--- config.mk ---
export PLATFORM = sky130hd
export DESIGN_NAME = bp_nexus_msg_serializer
export DESIGN_NICKNAME = d
export VERILOG_FILES = /design/src/rtl/bp_nexus_msg_serializer_pkg.sv /design/src/rtl/bp_nexus_addr_compress.sv /design/src/rtl/bp_nexus_msg_serializer.sv
export SDC_FILE = /design/constraint.sdc
export NUM_CORES = 1
export LEC_CHECK = 0
export ABC_AREA = 1
export BUFFER_PORTS_ARGS = -buffer_cell sky130_fd_sc_hd__buf_2
export CORE_MARGIN = 3
export CORE_UTILIZATION = 25
export CTS_BUF_LIST = sky130_fd_sc_hd__clkbuf_8 sky130_fd_sc_hd__clkbuf_16
export DETAILED_ROUTE_END_ITERATION = 6
export HOLD_SLACK_MARGIN = 0.06
export PLACE_DENSITY = 0.51
export RECOVER_POWER = 50
export SLEW_MARGIN = 40
export SYNTH_ARGS = -nofsm -noshare
export SYNTH_HDL_FRONTEND = slang
export SYNTH_SLANG_ARGS = --single-unit
--- constraint.sdc ---
create_clock -name clk_i -period 2.1 [get_ports clk_i]
set_input_delay 0.315 -clock clk_i [delete_from_list [all_inputs] [get_ports clk_i]]
set_output_delay 0.315 -clock clk_i [all_outputs]
set_load 0.02 [all_outputs]
--- src/rtl/bp_nexus_msg_serializer_pkg.sv ---
// Shared types and constants for the Nexus message serializer.
package bp_nexus_msg_serializer_pkg;

  localparam int unsigned ADDR_W  = 32;
  localparam int unsigned MCODE_W = 6;
  localparam int unsigned NB      = ADDR_W / 8;
  localparam int unsigned NB_W    = $clog2(NB + 1);
  localparam int unsigned IDX_W   = (NB > 1) ? $clog2(NB) : 1;

  localparam logic [1:0] MSEO_NORMAL = 2'b00;
  localparam logic [1:0] MSEO_EOF    = 2'b01;
  localparam logic [1:0] MSEO_EOM    = 2'b11;

  typedef struct packed {
    logic [MCODE_W-1:0] mcode;
    logic [ADDR_W-1:0]  addr;
  } nexus_trace_pkt_s;

  typedef enum logic [1:0] {
    IDLE  = 2'd0,
    TCODE = 2'd1,
    ADDR  = 2'd2
  } nexus_ser_state_e;

endpackage

--- src/rtl/bp_nexus_addr_compress.sv ---
// XOR-compresses an address against the previous one and sizes the payload in bytes.
module bp_nexus_addr_compress
  import bp_nexus_msg_serializer_pkg::*;
(
  input  logic [ADDR_W-1:0] addr,
  input  logic [ADDR_W-1:0] last_addr,
  input  logic              full,
  output logic [ADDR_W-1:0] payload,
  output logic [NB_W-1:0]   nbytes
);

  logic [ADDR_W-1:0] delta;

  assign delta   = addr ^ last_addr;
  assign payload = full ? addr : delta;

  // Highest nonzero byte sets the length; an all-zero delta still sends one byte.
  always_comb begin
    nbytes = NB_W'(1);
    for (int i = 1; i < int'(NB); i++) begin
      if (delta[8*i +: 8] != 8'h00) nbytes = NB_W'(i + 1);
    end
    if (full) nbytes = NB_W'(NB);
  end

endmodule

--- src/rtl/bp_nexus_msg_serializer.sv ---
// Serializes trace packets into byte-wide MDO/MSEO beats with XOR address compression
// and a periodic full-address sync message.
module bp_nexus_msg_serializer
  import bp_nexus_msg_serializer_pkg::*;
#(
  parameter int unsigned SYNC_PERIOD = 256
) (
  input  logic             clk_i,
  input  logic             reset_n_i,
  input  nexus_trace_pkt_s trace_pkt_i,
  input  logic             trace_valid_i,
  output logic             trace_ready_o,
  output logic [7:0]       mdo_o,
  output logic [1:0]       mseo_o,
  output logic             mdo_valid_o,
  input  logic             mdo_ready_i,
  output logic             sync_o
);

  localparam int unsigned SC_W = $clog2(SYNC_PERIOD);

  nexus_ser_state_e        state_q;
  logic [NB-1:0][7:0]      payload_q;
  logic [NB_W-1:0]         nbytes_q;
  logic [IDX_W-1:0]        idx_q;
  logic [ADDR_W-1:0]       last_addr_q;
  logic [SC_W-1:0]         sync_cnt_q;
  logic                    first_msg_q;

  logic                    full;
  logic [ADDR_W-1:0]       payload;
  logic [NB_W-1:0]         nbytes;
  logic                    last_byte;
  logic                    beat_acc;
  logic                    pkt_acc;
  logic [IDX_W-1:0]        idx_nxt;

  assign full      = first_msg_q || (sync_cnt_q == SC_W'(SYNC_PERIOD - 1));
  assign last_byte = (NB_W'(idx_q) == nbytes_q - NB_W'(1));
  assign beat_acc  = mdo_valid_o && mdo_ready_i;
  // Ready during the final beat lets the next message start with no bubble.
  assign trace_ready_o = (state_q == IDLE) || (state_q == ADDR && last_byte && mdo_ready_i);
  assign pkt_acc   = trace_valid_i && trace_ready_o;
  assign idx_nxt   = idx_q + IDX_W'(1);

  bp_nexus_addr_compress u_compress (
    .addr      (trace_pkt_i.addr),
    .last_addr (last_addr_q),
    .full      (full),
    .payload   (payload),
    .nbytes    (nbytes)
  );

  always_ff @(posedge clk_i or negedge reset_n_i) begin
    if (!reset_n_i) begin
      state_q     <= IDLE;
      payload_q   <= '0;
      nbytes_q    <= '0;
      idx_q       <= '0;
      last_addr_q <= '0;
      sync_cnt_q  <= '0;
      first_msg_q <= 1'b1;
      mdo_o       <= 8'h00;
      mseo_o      <= MSEO_NORMAL;
      mdo_valid_o <= 1'b0;
      sync_o      <= 1'b0;
    end else begin
      case (state_q)
        TCODE: begin
          if (beat_acc) begin
            state_q <= ADDR;
            idx_q   <= '0;
            mdo_o   <= payload_q[0];
            mseo_o  <= (nbytes_q == NB_W'(1)) ? MSEO_EOM : MSEO_NORMAL;
          end
        end
        ADDR: begin
          if (beat_acc && !last_byte) begin
            idx_q  <= idx_nxt;
            mdo_o  <= payload_q[idx_nxt];
            mseo_o <= (NB_W'(idx_nxt) == nbytes_q - NB_W'(1)) ? MSEO_EOM : MSEO_NORMAL;
          end else if (beat_acc) begin
            state_q     <= IDLE;
            mdo_o       <= 8'h00;
            mseo_o      <= MSEO_NORMAL;
            mdo_valid_o <= 1'b0;
            sync_o      <= 1'b0;
          end
        end
        default: ;
      endcase

      // A newly accepted packet overrides the return to IDLE above.
      if (pkt_acc) begin
        state_q     <= TCODE;
        payload_q   <= payload;
        nbytes_q    <= nbytes;
        last_addr_q <= trace_pkt_i.addr;
        sync_cnt_q  <= full ? '0 : sync_cnt_q + SC_W'(1);
        if (full) first_msg_q <= 1'b0;
        mdo_o       <= {2'b00, trace_pkt_i.mcode};
        mseo_o      <= MSEO_EOF;
        mdo_valid_o <= 1'b1;
        sync_o      <= full;
      end
    end
  end

endmodule

==> Word-level counts from Yosys, hierarchy flattened <==
Cells that the tools add are included.
{ "totals": {"register_bits": 92, "elab_cells": 84, "out_inout_bits": 13, "inputBits": 42} }
{ "op_classes": {"n_mux": 31, "addsub": 3, "bitwise": 1, "n_eq_ne": 13, "magnitude_cmp": 1, "n_reduce_logical": 21} }
{ "op_table": {"columns": ["operator", "n"], "rows": [
  ["$mux W8", 6],
  ["$mux W32", 1],
  ["$xor A32 B32 Y32", 1],
  ["$mux W2", 12],
  ["$reduce_bool A8 Y1", 3],
  ["$bmux W8 S2", 1],
  ["$pmux W8 S2", 1],
  ["$pmux W2 S2", 3],
  ["$ne A3 B3 Y1 const B", 3],
  ["$reduce_and A3 Y1", 3],
  ["$add A8 B1 Y8 const B", 1],
  ["$eq A8 B8 Y1 const B", 1],
  ["$eq A2 B3 Y1", 2],
  ["$mux W3", 2],
  ["$reduce_bool A2 Y1", 3],
  ["$logic_and A1 B1 Y1", 5],
  ["$mux W1", 5],
  ["$ne A2 B2 Y1 const B", 2],
  ["$ne A4 B3 Y1 const B", 1],
  ["$reduce_and A4 Y1", 1],
  ["$eq A3 B1 Y1 const B", 1],
  ["$lt A2 B3 Y1 const B", 1],
  ["$reduce_bool A3 Y1", 1],
  ["$sub A3 B1 Y3 const B", 1],
  ["8 further kinds", 9]
]} }

==> Longest topological paths before layout <==
{ "logic_depth": {"ltp_word": 8, "mapped_depth": 13, "mapped_depth_nobuf": 12} }

==> Cells and area by module <==
Synthesis repeated with hierarchy kept, for this count alone.
{ "unflattened": {"hier_cells": 763, "area_unflattened_um2": 5238.8} }
{ "modules_own_cells": {"columns": ["mod", "cells_each", "n_inst", "seq_area_each_um2", "area_per_inst_um2"], "rows": [
  ["bp_nexus_msg_serializer", 539, 1, 2303.5, 4282.9],
  ["bp_nexus_addr_compress", 224, 1, 0.0, 955.9]
]} }

==> Worst setup path after synthesis <==
Ideal clock, no wire load.
{ "synth_path": {"kind": "register to register", "startpoint": "reg nbytes_q[0]", "endpoint": "reg sync_cnt_q[2]", "path_buffers": 2, "arrival_time_ns": 1.668, "period_less_slack_ns": 1.784, "slack_ns": 0.316, "setup_time_ns": 0.116, "required_ns": 1.984, "path_stages_with_launch": 13, "path_cell_list": "dfrtp_1 -> inv_1 -> ha_1 -> inv_1 -> nand2_1 -> nand2_1 -> nand4_2 -> nand2_4 -> nand3_4 -> buf_6 -> buf_4 -> nand2_1 -> nand2_1"} }
{ "synth_between": {"elab_chain_cells": 6} }
{ "synth_lines": {"columns": ["element", "line_no", "text"], "rows": [
  ["start, declared", "bp_nexus_msg_serializer.sv:24", "logic [NB_W-1:0] nbytes_q;"],
  ["start signal, assigned", "bp_nexus_msg_serializer.sv:97", "nbytes_q <= nbytes;"],
  ["$sub A3 B1 Y3", "bp_nexus_msg_serializer.sv:39", "assign last_byte = (NB_W'(idx_q) == nbytes_q - NB_W'(1));"],
  ["$eq A2 B3 Y1", "bp_nexus_msg_serializer.sv:39", null],
  ["$logic_and A1 B1 Y1 (2 in a row)", "bp_nexus_msg_serializer.sv:42", "assign trace_ready_o = (state_q == IDLE) || (state_q == ADDR && last_byte && mdo_ready_i);"],
  ["$logic_or A1 B1 Y1", "bp_nexus_msg_serializer.sv:42", null],
  ["$logic_and A1 B1 Y1", "bp_nexus_msg_serializer.sv:43", "assign pkt_acc = trace_valid_i && trace_ready_o;"],
  ["end signal, assigned", "bp_nexus_msg_serializer.sv:99", "sync_cnt_q <= full ? '0 : sync_cnt_q + SC_W'(1);"],
  ["end, declared", "bp_nexus_msg_serializer.sv:27", "logic [SC_W-1:0] sync_cnt_q;"]
]} }
No other way between the ends.
A chain may end at the register's enable or synchronous reset.

==> Final worst setup path <==
{ "layout_path": {"startpoint": "reg nbytes_q[0]", "endpoint": "out trace_ready_o"} }
{ "layout_between": {"elab_chain_cells": 5} }
{ "layout_lines": {"columns": ["element", "line_no", "text"], "rows": [
  ["$sub A3 B1 Y3", "bp_nexus_msg_serializer.sv:39", null],
  ["$eq A2 B3 Y1", "bp_nexus_msg_serializer.sv:39", null],
  ["$logic_and A1 B1 Y1 (2 in a row)", "bp_nexus_msg_serializer.sv:42", null],
  ["$logic_or A1 B1 Y1", "bp_nexus_msg_serializer.sv:42", null],
  ["end, declared", "bp_nexus_msg_serializer.sv:12", "output logic trace_ready_o,"]
]} }
No other way between the ends.

==> results.md <==
* Status: finished clean
* Minimum clock period at 2040 ps
* Synthesized net count at 715
* Slew headroom at 44.0%
* Post-route ant nets at 0
* RSZ-0062 raised after global routing: true
* Starting density of the core at between 20% and 30%
* Worst r2r src: nbytes_q[0]
* Fmax at 0.489 GHz
* Vias per inst at 4.16
* Rows at 51
* Min-Delay Path Class: primary input to flop
* Worst r2r dst: sync_cnt_q[5]
* Gp weighted congestion at 0.820
* Initial DRT Pass Iterations at 5
* Antenna violations before repair at 0
* Critical Path RT at 1780 ps
* Final non-filler cell area at 0.00593 mm2
* Core Util, Final at 30.3%
* Met1 GRT Util at between 10% and 20%
* Worst-path cell chain: inv_1 -> ha_1 -> inv_1 -> nand2_1 -> nand2_2 -> nand4_4 -> a21oi_2 -> buf_4
* Die Y at 148 um
* Number of synthesized flops with an enable pin at 0
* Ys async rst share at 100%
* Cells after Synth at 670
* Final hold violations at 0
* Fin. max-slew vios at 0
* Clock Path Buffers at 2
* HP Start: trace_pkt_i[4]
* Most frequent cells in the layout: nand2_1, dfrtp_1, buf_2
* PnR worst setup slack at 56.8 ps
* Synth warnings at 0
* Arrival time at the worst endpoint at 1730 ps
* Post-Syn Area at just over 0.005 mm2
* Vias in the first global route at roughly 4100
* PwrDens at 1350 mW/mm2
* Die area at 0.0218 mm2
* Total number of vias at 4135
* WS Path Type: flop to output port
* FF-to-FF setup slack at 150 ps
* First-pass GRT wire length at 21100 um
* Period utilization at 97.3%
* Worst-path clk slew at 70 ps
* Die W at 148 um
* Wire per inst at 12.9 um
* Setup-failing EPs final at 0
* Root buf cell: clkbuf_16
* I/O Buffers at 54
* Clock sinks at 92
* Worst Reg2Reg Path Length in Cells at 12
* # Max-Cap Violations at 0
* Final #Nets at 769
* WHS at 200 ps
* Register area share after synthesis at 45.8%
* GR Overflow Total at 0
* CP max FO at 3
* CTS Buf Count at 9
* Post-DP HPWL at 8780 um
* Core footprint at approximately 0.020 mm2
* GRT Resource Usage Total at between 10% and 20%
* Static Leak at between 3 and 4 nW
* DRC violations left at 0
* Hold endpoint: last_addr_q[4]
* Yosys reg bits at 92
* P&R area growth vs syn at 18.0%
* Placed inst area at 0.00559 mm2
* Setup bufs post-CTS at 0
* Non-filler instance count after layout at 994
* Num ports at 55
* Most used cell, CP: inv_1
* Endpoint type of the worst setup path: output port
* Fraction of layout instances using a drive strength above 1 at 14.7%
* Critical Path Max Stage Delay at 350 ps
* Iteration-0 DRC Markers at 213
* Cell count after placement at 976
* WL final at between 10000 and 15000 um
* H-tree depth at 3
* Cell family with most CP delay: flip-flops
* Maximum VDD drop at ~0.42 mV
* GRT met3 Usage at roughly 2.2%
* Skew final at 11.3 ps
* Clock Latency Late Sink at 360 ps
* Filler instances at 2147
* CP startpoint kind: flop
* Largest net degree at the start of global routing at 74
* Routing usage on met2 at around 18%
* Syn Area/Cell at ~7.5 um2
* CP max-delay cell: dfrtp_1
* Top_reg_cell synth: dfrtp_1
* Inserted Diodes at 0
* Crit path buf inv count at 3
* Worst-margin pin slew at 839 ps
* Commonest non-fill, non-tap cell in the layout: nand2_1
* Worst slack, placed at 140 ps
* Worst Hold Depth at 3
* CTS tree: done
* GRT busiest layer: met2
* Unique masters post-synth at 31
## cell type report
cell class	instances	area, um2	share of cell area, %
Sequential cell	92	2300	38.8
Multi-Input combinational cell	524	2420	40.8
Inverter	26	103	1.73
Clock buffer	11	253	4.26
Tap cell	265	332	5.59
Clock inverter	5	60.1	1.01
Timing Repair Buffer	71	458	7.72
## cells by family after synthesis
group	after synthesis	share of synthesized area, %
AND/OR/NAND/NOR	439	35.9
flip-flops	92	45.8
buffers and inverters	54	6.45
AO/OA/AOI/OAI	49	5.35
XOR/XNOR	33	5.75
adder cells (fa/ha/maj)	3	0.747
## per-stage QoR
stage	TNS (ps)	power, W
finish	0	0.00804
global route	-75.2	0.00879
CTS	0	0.00809
detailed placement	0	0.00630
global placement	0	0.00628
floorplan	0	0.00548
## state kept, by name, summed over array words and instances (netlist names), 2 cells and up
register and count:
state_q 2, mseo_o 2, nbytes_q 3, payload_q 32
last_addr_q 32, mdo_o 8, sync_cnt_q 8, idx_q 2
## routing by layer
layer  vias up  wire length (um)
met4         0               209
met1      1846              6670
met2        61              5490
met3        12               406
met5         -                 0
li1       2216                 -
## what timing repair did
action / 4_1_cts / 5_1_grt
gates cloned: 0 / 1
endpoints found under the setup margin: 1 / 44
hold buffers: 1 / 0
endpoints found under the hold margin: 25 / 0
resized for setup: 2 / 3
## Yosys cell counts, types with 2 or more instances
cell | count | area, um2
a21oi_1 | 5 | 25.0
nor2_4 | 2 | 22.5
xnor2_1 | 19 | 166
o21ai_1 | 15 | 75.1
buf_4 | 5 | 37.5
dfrtp_1 | 91 | 2280
nand4_2 | 2 | 25.0
xor2_1 | 14 | 123
nor3_1 | 2 | 10.0
nor2_1 | 22 | 82.6
nand2_4 | 2 | 22.5
inv_1 | 21 | 78.8
inv_2 | 4 | 15.0
buf_6 | 11 | 124
nand2_2 | 4 | 25.0
buf_2 | 12 | 60.1
ha_1 | 3 | 37.5
nand4_1 | 9 | 56.3
a31o_2 | 5 | 43.8
nand2_1 | 353 | 1330
nand3_1 | 38 | 190
o21ai_0 | 22 | 110
## where the power goes
group          switching, W  internal [W]
combinational       0.00200       0.00126
clock              0.000730      0.000993
sequential         0.000530       0.00253
## tightest hold or removal path, cell delays in order
cell	delay, ps
buf_2	110
nand2_1	50
nand2_1	50
## how the worst max path moves through the flow
stage / depth (start not counted) / slack (ps) / to / from
after global placement: 13 / 180 / state_q[0] / nbytes_q[0]
after floorplan: 12 / 320 / sync_cnt_q[2] / nbytes_q[0]
final: 8 / 60 / trace_ready_o / nbytes_q[0]
after global routing: 9 / -40 / payload_q[2] / sync_cnt_q[0]
after CTS: 8 / 3 / trace_ready_o / nbytes_q[0]
after detailed placement: 13 / 140 / state_q[1] / nbytes_q[0]
Power figures use the tool's default switching activity.
